**src/rtl/bp_me_pkg.sv**
```systemverilog
// Shared types and helpers for the mem-network wormhole tx serializer and rx deserializer.
package bp_me_pkg;

    localparam int unsigned bp_me_wh_flit_width_gp = 64;
    localparam int unsigned bp_me_wh_cord_width_gp = 7;
    localparam int unsigned bp_me_wh_len_width_gp  = 4;

    typedef enum logic {
        e_ready,
        e_send
    } bp_me_wh_tx_state_e;

    typedef struct packed {
        logic [bp_me_wh_flit_width_gp-bp_me_wh_cord_width_gp-bp_me_wh_len_width_gp-1:0] rest;
        logic [bp_me_wh_len_width_gp-1:0]  len;
        logic [bp_me_wh_cord_width_gp-1:0] cord;
    } bp_me_wh_flit0_s;

    // Flits needed for a packet with hdr_bits of routing/header and 2^size payload bytes.
    function automatic int unsigned bp_me_wh_num_flits(input logic [2:0] size,
                                                       input int unsigned hdr_bits,
                                                       input int unsigned flit_width);
        int unsigned bits;
        bits = hdr_bits + (32'd8 << size);
        return (bits + flit_width - 1) / flit_width;
    endfunction

endpackage

```
**src/rtl/bsg_counter_clear_up.sv**
```systemverilog
// Up counter with synchronous clear; clear together with up yields 1.
module bsg_counter_clear_up #(
    parameter int unsigned max_val_p  = 8,
    parameter int unsigned init_val_p = 0,
    localparam int unsigned ptr_width_lp = (max_val_p > 0) ? $clog2(max_val_p + 1) : 1
) (
    input  logic                    clk_i,
    input  logic                    reset_i,
    input  logic                    clear_i,
    input  logic                    up_i,
    output logic [ptr_width_lp-1:0] count_o
);

    logic [ptr_width_lp-1:0] count_q;

    always_ff @(posedge clk_i) begin
        if (reset_i)
            count_q <= ptr_width_lp'(init_val_p);
        else if (clear_i)
            count_q <= ptr_width_lp'(up_i);
        else if (up_i)
            count_q <= count_q + 1'b1;
    end

    assign count_o = count_q;

endmodule

```
**src/rtl/bp_me_wormhole_packet_tx.sv**
```systemverilog
// Serializes {data, hdr, len, cord} into wormhole flits, LSB flit first, one packet in flight.
// Define BP_ME_WH_TX_PIPELINE_EN to accept the next packet on the final-flit cycle (no bubble).
module bp_me_wormhole_packet_tx
    import bp_me_pkg::*;
#(
    parameter int unsigned flit_width_p    = 64,
    parameter int unsigned cord_width_p    = 7,
    parameter int unsigned len_width_p     = 4,
    parameter int unsigned hdr_width_p     = 53,
    parameter int unsigned payload_width_p = 512
) (
    input  logic                       clk_i,
    input  logic                       reset_i,
    input  logic                       v_i,
    output logic                       ready_o,
    input  logic [cord_width_p-1:0]    cord_i,
    input  logic [hdr_width_p-1:0]     hdr_i,
    input  logic [2:0]                 size_i,
    input  logic [payload_width_p-1:0] data_i,
    output logic                       link_v_o,
    output logic [flit_width_p-1:0]    link_data_o,
    input  logic                       link_ready_i
);

    localparam int unsigned route_width_lp  = cord_width_p + len_width_p + hdr_width_p;
    localparam int unsigned stream_width_lp = route_width_lp + payload_width_p;
    localparam int unsigned max_flits_lp    = (stream_width_lp + flit_width_p - 1) / flit_width_p;
    localparam int unsigned buf_width_lp    = max_flits_lp * flit_width_p;
    localparam int unsigned cnt_width_lp    = (max_flits_lp > 1) ? $clog2(max_flits_lp) : 1;

    if ((max_flits_lp - 1) >= (1 << len_width_p) || (cord_width_p + len_width_p) > flit_width_p) begin : g_bad_cfg
        $error("bp_me_wormhole_packet_tx: len field too narrow or cord+len wider than a flit");
    end

    bp_me_wh_tx_state_e state_q, state_d;

    logic [max_flits_lp-1:0][flit_width_p-1:0] stream_q, stream_d;
    logic [len_width_p-1:0]     len_q, len_d;
    logic [cnt_width_lp-1:0]    cnt;
    logic [payload_width_p-1:0] data_mask;
    logic [31:0]                payload_bits;
    logic ready_raw, link_v_raw, accept, xfer, last_flit, last_xfer;

    always_comb begin
        payload_bits = 32'd8 << size_i;
        data_mask    = '1;
        if (payload_bits < payload_width_p)
            data_mask = ~({payload_width_p{1'b1}} << payload_bits);
        len_d    = len_width_p'(bp_me_wh_num_flits(size_i, route_width_lp, flit_width_p) - 1);
        stream_d = buf_width_lp'({data_i & data_mask, hdr_i, len_d, cord_i});
    end

    always_comb begin
        state_d    = state_q;
        ready_raw  = 1'b0;
        link_v_raw = 1'b0;
        unique case (state_q)
            e_ready: begin
                ready_raw = 1'b1;
                if (v_i)
                    state_d = e_send;
            end
            e_send: begin
                link_v_raw = 1'b1;
                if (link_ready_i && last_flit) begin
                    state_d = e_ready;
`ifdef BP_ME_WH_TX_PIPELINE_EN
                    ready_raw = 1'b1;
                    if (v_i)
                        state_d = e_send;
`endif
                end
            end
            default: state_d = e_ready;
        endcase
    end

    // Outputs are gated by reset so the router never sees a stray flit while both reset.
    assign ready_o     = ready_raw & ~reset_i;
    assign link_v_o    = link_v_raw & ~reset_i;
    assign accept      = v_i & ready_o;
    assign xfer        = link_v_o & link_ready_i;
    assign last_flit   = (len_width_p'(cnt) == len_q);
    assign last_xfer   = xfer & last_flit;
    assign link_data_o = stream_q[cnt];

    bsg_counter_clear_up #(
        .max_val_p  (max_flits_lp - 1),
        .init_val_p (0)
    ) flit_cnt (
        .clk_i   (clk_i),
        .reset_i (reset_i),
        .clear_i (accept | last_xfer),
        .up_i    (xfer & ~last_flit),
        .count_o (cnt)
    );

    always_ff @(posedge clk_i) begin
        if (reset_i)
            state_q <= e_ready;
        else
            state_q <= state_d;
        if (accept) begin
            stream_q <= stream_d;
            len_q    <= len_d;
        end
    end

    always_ff @(posedge clk_i) begin
        if (!reset_i && accept)
            assert (size_i <= 3'd6 && (32'd8 << size_i) <= payload_width_p)
            else $error("bp_me_wormhole_packet_tx: illegal size_i %0d", size_i);
    end

endmodule

```
**config.mk**
```make
export PLATFORM = sky130hd
export DESIGN_NAME = bp_me_wormhole_packet_tx
export DESIGN_NICKNAME = d
export VERILOG_FILES = /design/src/rtl/bp_me_pkg.sv /design/src/rtl/bsg_counter_clear_up.sv /design/src/rtl/bp_me_wormhole_packet_tx.sv
export SDC_FILE = /design/constraint.sdc
export NUM_CORES = 1
export LEC_CHECK = 0
export ABC_AREA = 1
export BUFFER_PORTS_ARGS = -buffer_cell sky130_fd_sc_hd__buf_2
export CAP_MARGIN = 20
export CELL_PAD_IN_SITES_DETAIL_PLACEMENT = 0
export CELL_PAD_IN_SITES_GLOBAL_PLACEMENT = 1
export CORE_UTILIZATION = 38
export CTS_BUF_LIST = sky130_fd_sc_hd__clkbuf_2 sky130_fd_sc_hd__clkbuf_4 sky130_fd_sc_hd__clkbuf_8
export CTS_CLUSTER_DIAMETER = 30
export DETAILED_ROUTE_END_ITERATION = 6
export PLACE_DENSITY_LB_ADDON = 0.05
export SLEW_MARGIN = 25
export SYNTH_ARGS = -nofsm -noshare
export SYNTH_HDL_FRONTEND = slang
export SYNTH_SLANG_ARGS = --single-unit
```
**constraint.sdc**
```tcl
create_clock -name clk_i -period 16.23 [get_ports clk_i]
set_input_delay 4.0575 -clock clk_i [delete_from_list [all_inputs] [get_ports clk_i]]
set_output_delay 4.0575 -clock clk_i [all_outputs]
set_load 0.03 [all_outputs]
```
== After elaboration in Yosys (flattened, before gate mapping) ==
Cells that the tools add are included.

* Register bits after elaboration: 585
* Bits of input ports: 579

* $add $sub $neg: 5
* $lt $le $gt $ge: 2
* Equal/unequal tests: 1
* Shifts and indexed selects: 2
* Muxes and demuxes: 10
* Bitwise gates (word level): 12
* Reduce and logical (&&, ||, !) cells: 3

{| class="wikitable"
|+ Operator list
! cell !! number
|-
| 512-bit AND || 1
|-
| 512-bit two-way mux || 1
|-
| 512-bit NOT || 1
|-
| 512-bit by 32-bit left shift with 512-bit output, first input constant || 1
|-
| 64-bit binary-select mux with 4-bit select || 1
|-
| 64-bit two-way mux || 1
|-
| 32-bit by 10-bit less-than comparator with 1-bit output, second input constant || 1
|-
| 4-bit by 3-bit left shift with 32-bit output, first input constant || 1
|-
| 10-bit by 7-bit adder with 10-bit output, second input constant || 1
|-
| 7-bit by 10-bit adder with 10-bit output, first input constant || 1
|-
| 10-bit by 1-bit subtractor with 10-bit output, second input constant || 1
|-
| 1-bit AND || 6
|-
| 1-bit two-way mux || 6
|-
| 4-bit by 5-bit less-than comparator with 1-bit output, second input constant || 1
|-
| 4-bit by 1-bit adder with 4-bit output, second input constant || 1
|-
| 4-bit equality test || 1
|-
| 4-bit by 1-bit subtractor with 4-bit output, second input constant || 1
|-
| 1-bit NOT || 3
|-
| 1-bit one-hot mux with 2 select lines || 1
|-
| 2-bit nonzero test || 1
|-
| 2-bit OR reduction || 1
|-
| 1-bit logical AND || 1
|-
| 1-bit bitwise OR || 1
|}

== Longest topological paths before layout ==
Gate-level depths: netlist of the first run.

* Depth in word-level cells: 6
* Gate-level depth with buffers: 10

== Modules after synthesis ==
A second synthesis of the first run with hierarchy kept.

* Cell total of the unflattened synthesis: 3359
* Area total of the unflattened synthesis: 28750.1 µm²

{| class="wikitable"
|+ Modules (own cells, without submodules)
! module !! times used !! cells each !! area each (µm²) !! seq. area each (µm²)
|-
| bp_me_wormhole_packet_tx || 1 || 3334 || 28572.4 || 17316.6
|-
| bsg_counter_clear_up || 1 || 25 || 177.7 || 80.1
|}

== Least setup slack after synthesis of the first run ==
No wires, ideal clock.

* Path type: in2reg
* From: input reset_i
* To: register stream_q[0] (netlist bit) (enable)
* Library setup time: 0.920 ns
* Arrival time: 15.780 ns
* Data required time: 15.310 ns
* Path slack: -0.470 ns
* Stages: 3
* Path through: nor2_1 -> nand2_1 -> inv_1

* Cells in the longest elaborated chain, start to end: 3

{| class="wikitable"
|+ Ends and longest elaborated chain
! what !! line !! source
|-
| from (decl) || bp_me_wormhole_packet_tx.sv:13 || <nowiki>input logic reset_i,</nowiki>
|-
| 1-bit NOT || bp_me_wormhole_packet_tx.sv:79 || <nowiki>assign ready_o = ready_raw & ~reset_i;</nowiki>
|-
| 1-bit AND || bp_me_wormhole_packet_tx.sv:79 ||
|-
| 1-bit AND || bp_me_wormhole_packet_tx.sv:81 || <nowiki>assign accept = v_i & ready_o;</nowiki>
|-
| via accept || bp_me_wormhole_packet_tx.sv:42 || <nowiki>logic ready_raw, link_v_raw, accept, xfer, last_flit, last_xfer;</nowiki>
|-
| to (signal assigned) || bp_me_wormhole_packet_tx.sv:104 || <nowiki>stream_q <= stream_d;</nowiki>
|-
| to (decl) || bp_me_wormhole_packet_tx.sv:37 || <nowiki>logic [max_flits_lp-1:0][flit_width_p-1:0] stream_q, stream_d;</nowiki>
|}

The timed path passes the listed nets, and every way through them passes these cells.
A chain may end at the register's enable or synchronous reset.

== Final worst setup path of the first run ==
* From: input reset_i
* To: output link_v_o

* Cells in the longest elaborated chain, start to end: 2

{| class="wikitable"
|+ Ends and longest elaborated chain
! what !! line !! source
|-
| 1-bit NOT || bp_me_wormhole_packet_tx.sv:80 || <nowiki>assign link_v_o = link_v_raw & ~reset_i;</nowiki>
|-
| 1-bit AND || bp_me_wormhole_packet_tx.sv:80 ||
|-
| to (decl) || bp_me_wormhole_packet_tx.sv:20 || <nowiki>output logic link_v_o,</nowiki>
|}

Every way passes these cells.

==> run metrics, run 1 <==
global-route wire length before repair 134000 µm; IO Pins 645; Worst Tran Pin Value 1.04 ns; Post-CTS Resized 0; die width 268 µm; post-CTS setup buffer count 0; Reg clk slew, reported paths 0.05 ns; Setup crit end link_v_o; drt wl/cell 21.1 µm; DIE AREA 71600 µm²; CTS Hold Bufs 0; clock power share 48.9%; final setup violation count 0; Yosys warning total 0; initial core utilization 38.7%; detailed placer's ending HPWL 64100 µm; share of layout cells above drive strength 1 25.9%; CTS Sinks 581; critical path peak fanout 3; f_max 115 MHz; CP Data Required Time 12.17 ns; CTS tree done; final max-slew violation count 0; post-synth cell types 21; Vias/cell 4.81; final non-filler cell total 4520; drt pass-1 iters 5; total negative slack 0 ns; H-tree depth 4; Skew-Pair Late Insertion Delay 0.75 ns; CP arrival 4.63 ns; Cell Int Power 3.10 mW; PortBufs 644; vias in the first global route 21500; vias 21700; clk buf depth 3; critical path class input port to output port; R2R Setup Slk 12.71 ns; Placed Cells 4214; outcome finished clean; LEAKAGE 15.6 nW; CTS root buffer clkbuf_8; switching pwr 1.00 mW; total power 4.11 mW; Comb pwr share 8.4%; Final WS setup 7.55 ns; fin util 49.2%; DRC Markers 0; maxcap violations 0; mapped cell area 26800 µm²; row cnt 96; GR Util All Layers 26.0%; Die Y 268 µm; design area 34000 µm²; top_reg_cell synth edfxtp_1; register area share after synthesis 64.9%; pre-CTS setup slack 7.56 ns; PwrDens 121 nW/µm²; WHS 0.532 ns; unrepaired setup endpoints after global routing false; total gr overflow 0; Placed Area 30600 µm²; crit path time final 8.68 ns; CP Launch Point reset_i; worst reg2reg path endpoint stream_q[39]$_DFFE_PP_; Worst IR Drop VDD 0.0000683 V; Worst Skew 0.0230 ns; Tightest Hold Check Type flop to flop; Iter 0 DRT Violations 1961; final hold violations 0; drt total wl 95500 µm; Startpoint Class input port; Tcrit/Tclk final 53.5%; largest net degree at the start of global routing 186; Net Sw Frac 24.5%; cts bufs inserted 153; initial antenna violation count 41; Max-slew headroom 30.5%; Final Net Count 4019; synthesized area per cell 9.60 µm²; Crit. End Element output port; r2r startpoint state_q$_SDFF_PP0_; antenna-violating nets left 0; Core Area 69200 µm²; area delta synth->final 26.9%; Flop pwr share 42.8%; Post-synth EDFFs 576; Seq cells post-synth 581; syn nets 3371; RePlAce Congestion 0.893; Worst R2R Path Depth 5; Mapped Cells 2790; Worst Hold Launch flit_cnt.count_o[3]$_SDFFE_PP0P_; ys async rst share 0%
## power groups by stage
stage | Sequential [mW] | Clock, mW | Combinational, mW
finish | 1.76 | 2.01 | 0.343
global route | 1.76 | 2.12 | 0.376
CTS | 1.76 | 2.05 | 0.346
detailed placement | 1.78 | 0 | 0.344
global placement | 1.78 | 0 | 0.342
floorplan | 1.81 | 0 | 0.177
## cell usage in the layout, fill, tap and decap left out
cell,n
a21oi_1,5
a21oi_4,1
buf_12,2
buf_2,643
buf_4,20
buf_6,2
bufinv_16,18
clkbuf_4,27
clkbuf_8,158
clkinv_1,36
clkinv_2,18
clkinv_4,2
clkinvlp_4,20
dfxtp_1,2
dfxtp_4,3
diode_2,26
edfxtp_1,576
ha_1,2
inv_1,515
inv_2,3
inv_6,1
inv_8,2
nand2_1,221
nand2_4,2
nand3_1,71
nand4_1,1
nor2_1,825
o211ai_1,130
o21ai_0,204
o21ai_1,49
or2_2,1
xor2_1,3
## how the worst min path moves through the flow
stage / endpoint / cells past startpoint / slack [ns]
3_5_place_dp: flit_cnt.count_o[3]$_SDFFE_PP0P_ / 2 / 0.53
5_1_grt: flit_cnt.count_o[3]$_SDFFE_PP0P_ / 2 / 0.57
6_report: flit_cnt.count_o[3]$_SDFFE_PP0P_ / 2 / 0.53
4_1_cts: flit_cnt.count_o[3]$_SDFFE_PP0P_ / 2 / 0.53
3_3_place_gp: flit_cnt.count_o[3]$_SDFFE_PP0P_ / 2 / 0.50
2_1_floorplan: flit_cnt.count_o[3]$_SDFFE_PP0P_ / 2 / 0.47
## worst max-delay path, cell delays in order
cell    delay [ns]
buf_2         0.13
nor2_1        0.20
buf_2         0.24
## synth_stat cells, drive strengths merged, types with 2 or more instances
cell type | number | area share [%]
nand2 | 223 | 3.1
a21oi | 6 | 0.11
edfxtp | 576 | 65
buf | 78 | 1.7
nor2 | 825 | 12
inv | 520 | 7.3
nand3 | 71 | 1.3
clkbuf | 96 | 1.3
o21ai | 253 | 4.7
o211ai | 130 | 3.6
ha | 2 | 0.093
xor2 | 3 | 0.098
dfxtp | 5 | 0.37
## final cells by class
type	count	area [µm²]
Clock buffer	185	2380
Antenna cell	26	65.1
Timing Repair Buffer	667	3430
Fill cell	6872	35200
Clock inverter	95	946
Sequential cell	581	17400
Tap cell	931	1160
Inverter	520	1960
Multi-Input combinational cell	1515	6650
## per-layer routing
| metal | track usage, % | up-vias | part of all wire [%] |
|---|---|---|---|
| met2 | 39.1 | 856 | 45 |
| li1 | - | 10300 | - |
| met4 | 11.6 | 26 | 3.3 |
| met1 | 34.8 | 10400 | 44 |
| met3 | 7.58 | 186 | 8.2 |
| met5 | 0 | - | 0.16 |
## cells by family after synthesis
group	count (synthesis)	share of synthesized area, %
simple gates	1121	16.1
buf+inv	694	10.3
flops	581	64.9
compound gates	389	8.48
xor+xnor	3	0.0981
fa+ha+maj	2	0.0934
## state kept, by name (all words and copies together) (netlist names)
register	count
stream_q	576
flit_cnt.count_o	4
state_q	1
No activity file was read; power rests on OpenSTA's default activity.
==> inputs of run 2 (changes only) <==
--- a/config.mk
+++ b/config.mk
@@ -5,12 +5,12 @@
 export SDC_FILE = /design/constraint.sdc
 export NUM_CORES = 1
 export LEC_CHECK = 0
-export ABC_AREA = 1
+export ABC_AREA = 0
 export BUFFER_PORTS_ARGS = -buffer_cell sky130_fd_sc_hd__buf_2
 export CAP_MARGIN = 20
 export CELL_PAD_IN_SITES_DETAIL_PLACEMENT = 0
 export CELL_PAD_IN_SITES_GLOBAL_PLACEMENT = 1
-export CORE_UTILIZATION = 38
+export CORE_UTILIZATION = 41
 export CTS_BUF_LIST = sky130_fd_sc_hd__clkbuf_2 sky130_fd_sc_hd__clkbuf_4 sky130_fd_sc_hd__clkbuf_8
 export CTS_CLUSTER_DIAMETER = 30
 export DETAILED_ROUTE_END_ITERATION = 6
==> constraint.sdc (replaced) <==
create_clock -name clk_i -period 7.1 [get_ports clk_i]
set_input_delay 1.775 -clock clk_i [delete_from_list [all_inputs] [get_ports clk_i]]
set_output_delay 1.775 -clock clk_i [all_outputs]
set_load 0.03 [all_outputs]
==> run 2 against run 1 <==
Net effect:
- non-clock buffer count shrank 1
- area after synthesis is 3.7% lower
- global-route usage increased by 1.8 points
- die area down 11%
- utilization grew 4.0 points
- clock power rose by 120%
- synthesized cell count down 38%
- sequential power is 120% higher
- register-to-register slack got worse by 8.4 ns
==> run metrics, run 2 <==
PortBufs 644 (unchanged); Worst Tran Pin Value 1.07 ns (was 1.04 ns); unrepaired setup endpoints after global routing false (unchanged); global-route wire length before repair 126000 µm (was 134000 µm); CTS tree done (unchanged); largest cells by area after synthesis edfxtp_1 (67%), and3_1 (6.2%), mux4_2 (5.8%) (was edfxtp_1 (65%), nor2_1 (12%), inv_1 (7.3%)); ordered cell list for the critical path nand2_4, o22ai_1, o31ai_1, buf_2 (was buf_2, nor2_1, buf_2); post-synth cell types 34 (was 21); Worst Hold Launch state_q$_SDFF_PP0_ (was flit_cnt.count_o[3]$_SDFFE_PP0P_); largest net degree at the start of global routing 152 (was 186); Net Sw Frac 23.1% (was 24.5%); DIE AREA 64000 µm² (was 71600 µm²); H-tree depth 4 (unchanged); Comb pwr share 7.6% (was 8.4%); RePlAce Congestion 0.912 (was 0.893); Vias/cell 5.32 (was 4.81); detailed placer's ending HPWL 62700 µm (was 64100 µm); Skew-Pair Late Insertion Delay 0.75 ns (about the same); Synth top area share 67.0% (was 64.6%); f_max 179 MHz; antenna-violating nets left 0 (unchanged); Synth top cells by count edfxtp_1 (576), and3_1 (256), and2_1 (194) (was nor2_1 (825), edfxtp_1 (576), inv_1 (518)); max FFs per register 576 (unchanged); drt total wl 90700 µm (was 95500 µm); worst reg2reg path endpoint stream_q[490]$_DFFE_PP_ (was stream_q[39]$_DFFE_PP_); CP arrival 3.82 ns (was 4.63 ns); register area share after synthesis 67.4% (was 64.9%); share of layout cells above drive strength 1 44.0% (was 25.9%); max incr delay on CP 1.06 ns (was 0.24 ns); pre-CTS setup slack 2.29 ns (was 7.56 ns); Final WS setup 1.51 ns (was 7.55 ns); top_reg_cell synth edfxtp_1 (unchanged); Hold Path Sink state_q$_SDFF_PP0_ (was flit_cnt.count_o[3]$_SDFFE_PP0P_); WHS Path Cells 2 (unchanged); final hold violations 0 (unchanged); drt pass-1 iters 5 (unchanged); Worst Skew 0.0199 ns (was 0.0230 ns); Flop pwr share 43.7% (was 42.8%); LEAKAGE 13.3 nW (was 15.6 nW); Top reg by flops stream_q (unchanged); Post-CTS Resized 0 (unchanged); fin util 53.2% (was 49.2%); Synth area leader edfxtp_1 (unchanged); GR Util All Layers 27.8% (was 26.0%); clock power share 48.7% (was 48.9%); vias in the first global route 18200 (was 21500); clk buf depth 3 (unchanged); CTS Hold Bufs 0 (unchanged); Crit-path slowest cell dfxtp_4 (was buf_2); initial core utilization 41.7% (was 38.7%); Seq cells post-synth 581 (unchanged); final max-slew violation count 0 (unchanged); Yosys warning total 0 (unchanged); Mapped Cells 1735 (was 2790); Tcrit/Tclk final 78.7%; critical path peak fanout 74 (was 3); synthesized area per cell 14.9 µm² (was 9.60 µm²); Reg clk slew, reported paths 0.05 ns (about the same); outcome finished clean (unchanged); final setup violation count 0 (unchanged); CTS Sinks 581 (unchanged); Startpoint Class flop (was input port); post-CTS setup buffer count 0 (unchanged); DRC Markers 0 (unchanged); Crit. End Element output port (unchanged); ys async rst share 0% (unchanged); Iter 0 DRT Violations 1603 (was 1961); R2R Setup Slk 4.35 ns (was 12.71 ns); Core Area 61900 µm² (was 69200 µm²); crit path time final 5.59 ns; syn nets 2316 (was 3371); Cell Int Power 6.97 mW (was 3.10 mW); critical path class flop to output port (was input port to output port); vias 18000 (was 21700); switching pwr 2.10 mW (was 1.00 mW); Post-synth EDFFs 576 (unchanged); row cnt 91 (was 96); Worst R2R Path Depth 3 (was 5); r2r startpoint state_q$_SDFF_PP0_ (unchanged); die width 253 µm (was 268 µm); maxcap violations 0 (unchanged); WHS 0.644 ns (was 0.532 ns); CTS root buffer clkbuf_8 (unchanged); Final Net Count 2968 (was 4019); drt wl/cell 26.8 µm (was 21.1 µm); Max-slew headroom 28.6% (was 30.5%); IO Pins 645 (unchanged); area delta synth->final 27.6% (was 26.9%); total gr overflow 0 (unchanged); initial antenna violation count 65 (was 41); cts bufs inserted 141 (was 153); Worst IR Drop VDD 0.000156 V (was 0.0000683 V); most frequent cells in the layout buf_2 (642), edfxtp_1 (576), and3_1 (256) (was nor2_1 (825), buf_2 (643), edfxtp_1 (576)); total negative slack 0 ns (unchanged); PwrDens 275 nW/µm² (was 121 nW/µm²); Tightest Hold Check Type flop to flop (unchanged); most common cell in the netlist edfxtp_1 (was nor2_1); CP Data Required Time 5.33 ns (was 12.17 ns); Die Y 253 µm (was 268 µm); commonest non-fill, non-tap cell in the layout buf_2 (was nor2_1); mapped cell area 25800 µm² (was 26800 µm²)
-- run 2: cell families after synthesis --
logic type               count (synthesis)  share of synthesized area (%)
multiplexers                           191                           11.2
adder cells (fa/ha/maj)                  2                         0.0969
flip-flops                             581                           67.4
AND/OR/NAND/NOR                        667                           14.9
buffers and inverters                  159                           2.77
XOR/XNOR                                 5                          0.170
AO/OA/AOI/OAI                          130                           3.46
-- run 2: metal layers --
metal	global-route usage, %	vias to the layer above	routed length (µm)
met5	0	-	270
met4	9.45	42	2200
met3	9.14	183	8320
met2	42.1	814	41300
met1	37.6	8966	38600
li1	-	7972	-
-- run 2: area by class of cell --
cell class	instances	area, µm²
Antenna cell	36	90.1
Clock buffer	164	2130
Clock inverter	98	1020
Fill cell	5511	29000
Inverter	2	7.51
Multi-Input combinational cell	995	7740
Sequential cell	581	17400
Tap cell	837	1050
Timing Repair Buffer	666	3490
-- run 2: power by group through the flow --
stage | Combinational, mW | Clock (mW) | Sequential, mW
floorplan | 0.372 | 0 | 4.03
global placement | 0.676 | 0 | 4.03
detailed placement | 0.690 | 0 | 4.03
CTS | 0.692 | 4.50 | 3.96
global route | 0.740 | 4.66 | 3.97
finish | 0.692 | 4.41 | 3.96
-- run 2: how the worst max path moves through the flow --
stage,from,depth (start not counted),slack (ns),to
3_5_place_dp,flit_cnt.count_o[2]$_SDFFE_PP0P_,4,2.29,link_data_o[33]
4_1_cts,flit_cnt.count_o[2]$_SDFFE_PP0P_,4,1.46,link_data_o[33]
5_1_grt,flit_cnt.count_o[2]$_SDFFE_PP0P_,4,1.34,link_data_o[47]
2_1_floorplan,reset_i,2,0.33,stream_q[0]$_DFFE_PP_
6_report,flit_cnt.count_o[2]$_SDFFE_PP0P_,4,1.51,link_data_o[33]
3_3_place_gp,flit_cnt.count_o[0]$_SDFFE_PP0P_,5,2.17,link_data_o[37]
-- run 2: critical path, delay by kind of cell, from the launching register on --
family	cells	cell delay, ns
flops	1	1.06
compound gates	2	0.99
simple gates	1	0.70
buf+inv	1	0.23
-- run 2: per-stage QoR --
step / instance area, µm² / total power, mW / instances
after floorplan: 25800 / 4.40 / 1735
after global placement: 29600 / 4.71 / 3078
after detailed placement: 29700 / 4.72 / 3080
after CTS: 32800 / 9.15 / 3342
after global routing: 32900 / 9.36 / 3361
final: 32900 / 9.07 / 3379
==> inputs of run 3 (changes only) <==
--- a/config.mk
+++ b/config.mk
@@ -5,12 +5,12 @@
 export SDC_FILE = /design/constraint.sdc
 export NUM_CORES = 1
 export LEC_CHECK = 0
-export ABC_AREA = 0
+export ABC_AREA = 1
 export BUFFER_PORTS_ARGS = -buffer_cell sky130_fd_sc_hd__buf_2
 export CAP_MARGIN = 20
 export CELL_PAD_IN_SITES_DETAIL_PLACEMENT = 0
 export CELL_PAD_IN_SITES_GLOBAL_PLACEMENT = 1
-export CORE_UTILIZATION = 41
+export CORE_UTILIZATION = 38
 export CTS_BUF_LIST = sky130_fd_sc_hd__clkbuf_2 sky130_fd_sc_hd__clkbuf_4 sky130_fd_sc_hd__clkbuf_8
 export CTS_CLUSTER_DIAMETER = 30
 export DETAILED_ROUTE_END_ITERATION = 6
==> constraint.sdc (replaced) <==
create_clock -name clk_i -period 5.04 [get_ports clk_i]
set_input_delay 1.26 -clock clk_i [delete_from_list [all_inputs] [get_ports clk_i]]
set_output_delay 1.26 -clock clk_i [all_outputs]
set_load 0.03 [all_outputs]
==> run 3 against run 2 <==
Net effect:
- critical path depth increased by 5
- utilization decreased by 4.2 points
- critical endpoint is now link_data_o[30]
- global-route usage decreased by 1.0 points
- final area increased by 2.9%
- sequential power increased by 43%
==> run metrics, run 3 (synthesis results as in run 1) <==
fin util 49.0% (was 53.2%); initial antenna violation count 32 (was 65); final hold violations 0 (unchanged); most frequent cells in the layout nor2_1 (823), buf_2 (644), edfxtp_1 (576) (was buf_2 (642), edfxtp_1 (576), and3_1 (256)); vias in the first global route 21700 (was 18200); FILL cells 6817 (was 5511); clk buf depth 3 (unchanged); Multi-input gate area 6660 µm² (was 7740 µm²); Placed Area 30800 µm² (was 29700 µm²); PortBufs 644 (unchanged); CTS root buffer clkbuf_8 (unchanged); final max-slew violation count 0 (unchanged); Worst IR Drop VDD 0.000243 V (was 0.000156 V); final setup violation count 0 (unchanged); H-tree depth 4 (unchanged); row cnt 96 (was 91); detailed placer's ending HPWL 68100 µm (was 62700 µm); total power 12.7 mW (was 9.07 mW); Placed Cells 4227 (was 3080); Comb pwr share 8.9% (was 7.6%); max incr delay on CP 0.68 ns (was 1.06 ns); total gr overflow 0 (unchanged); Cell Int Power 9.48 mW (was 6.97 mW); Final WS setup 0.452 ns (was 1.51 ns); Die Y 268 µm (was 253 µm); Net Sw Frac 25.5% (was 23.1%); crit path time final 4.59 ns; final non-filler cell total 4505 (was 3379); CP arrival 3.33 ns (was 3.82 ns); switching pwr 3.24 mW (was 2.10 mW); largest net degree at the start of global routing 179 (was 152); clock power share 46.6% (was 48.7%); critical path class flop to output port (unchanged); Top reg by flops stream_q (unchanged); CTS Sinks 581 (unchanged); Final Net Count 4027 (was 2968); drt pass-1 iters 5 (unchanged); total negative slack 0 ns (unchanged); drt total wl 97900 µm (was 90700 µm); IO Pins 645 (unchanged); critical path peak fanout 70 (was 74); DIE AREA 71600 µm² (was 64000 µm²); die width 268 µm (was 253 µm); Worst Tran Pin Value 1.11 ns (was 1.07 ns); Iter 0 DRT Violations 2238 (was 1603); RePlAce Congestion 0.947 (was 0.912); DRC Markers 0 (unchanged); CP Data Required Time 3.78 ns (was 5.33 ns); f_max 218 MHz; CTS tree done (unchanged); share of layout cells above drive strength 1 26.0% (was 44.0%); Tightest Hold Check Type flop to flop (unchanged); PwrDens 375 nW/µm² (was 275 nW/µm²); ordered cell list for the critical path buf_12, buf_4, nor2_1, nor2_1, o21ai_0, o211ai_1, nand3_1, nand2_1, buf_2 (was nand2_4, o22ai_1, o31ai_1, buf_2); GR Util All Layers 26.8% (was 27.8%); Worst Skew 0.0424 ns (was 0.0199 ns); CTS Hold Bufs 0 (unchanged); maxcap violations 0 (unchanged); Tcrit/Tclk final 91.0%; Startpoint Class flop (unchanged); WHS 0.530 ns (was 0.644 ns); Skew-Pair Late Insertion Delay 0.75 ns (about the same); Post-CTS Resized 0 (unchanged); Flop pwr share 44.5% (was 43.7%); post-CTS setup buffer count 0 (unchanged); max FFs per register 576 (unchanged); LEAKAGE 15.6 nW (was 13.3 nW); Critical Path Most Common Cell nor2_1; pre-CTS setup slack 1.20 ns (was 2.29 ns); Core Area 69200 µm² (was 61900 µm²); initial core utilization 38.7% (was 41.7%); Sequential Area 17400 µm² (about the same); design area 33900 µm² (was 32900 µm²); Max-slew headroom 26.1% (was 28.6%); drt wl/cell 21.7 µm (was 26.8 µm); vias 21900 (was 18000); outcome finished clean (unchanged); cts bufs inserted 147 (was 141); area delta synth->final 26.6% (was 27.6%); unrepaired setup endpoints after global routing false (unchanged); Vias/cell 4.85 (was 5.32); global-route wire length before repair 138000 µm (was 126000 µm); commonest non-fill, non-tap cell in the layout nor2_1 (was buf_2); Reg clk slew, reported paths 0.04 ns (was 0.05 ns); Crit. End Element output port (unchanged); Crit-path slowest cell dfxtp_4 (unchanged); antenna-violating nets left 0 (unchanged)
==> run 3: routing by layer <==
metal	track usage (%)	part of all wire (%)	vias to the layer above
li1	-	-	10300
met1	37.6	44	10400
met2	39.2	44	980
met5	0	0.16	-
met4	10.4	2.9	26
met3	7.66	8.7	159
==> run 3: cell type report <==
class / count / area share [%]
well taps: 931 / 3.44
multi-input cells: 1515 / 19.7
flip-flops and latches: 581 / 51.3
inverters: 520 / 5.79
clock buffers: 166 / 6.44
diodes: 12 / 0.0886
repair buffers: 681 / 10.8
clock inverters: 99 / 2.47
==> run 3: final timing paths <==
kind                                     from                          endpoint  slack (ns)  cells after the start
max          flit_cnt.count_o[0]$_SDFFE_PP0P_                   link_data_o[30]        0.45                      9
min          flit_cnt.count_o[3]$_SDFFE_PP0P_  flit_cnt.count_o[3]$_SDFFE_PP0P_        0.53                      2
max reg2reg  flit_cnt.count_o[0]$_SDFFE_PP0P_  flit_cnt.count_o[2]$_SDFFE_PP0P_        2.69                      9
min reg2reg  flit_cnt.count_o[3]$_SDFFE_PP0P_  flit_cnt.count_o[3]$_SDFFE_PP0P_        0.53                      2
==> run 3: power by group through the flow <==
stage / registers [mW] / logic, mW / clock network (mW)
floorplan: 5.82 / 0.570 / 0
finish: 5.67 / 1.14 / 5.93
global placement: 5.75 / 1.13 / 0
detailed placement: 5.75 / 1.13 / 0
global route: 5.68 / 1.24 / 6.28
CTS: 5.66 / 1.14 / 6.03
==> run 3: critical path, delay by kind of cell (launching register included) <==
family / cells / cell delay (ns)
buf+inv: 3 / 1.03
flops: 1 / 0.68
simple gates: 4 / 0.47
compound gates: 2 / 0.31
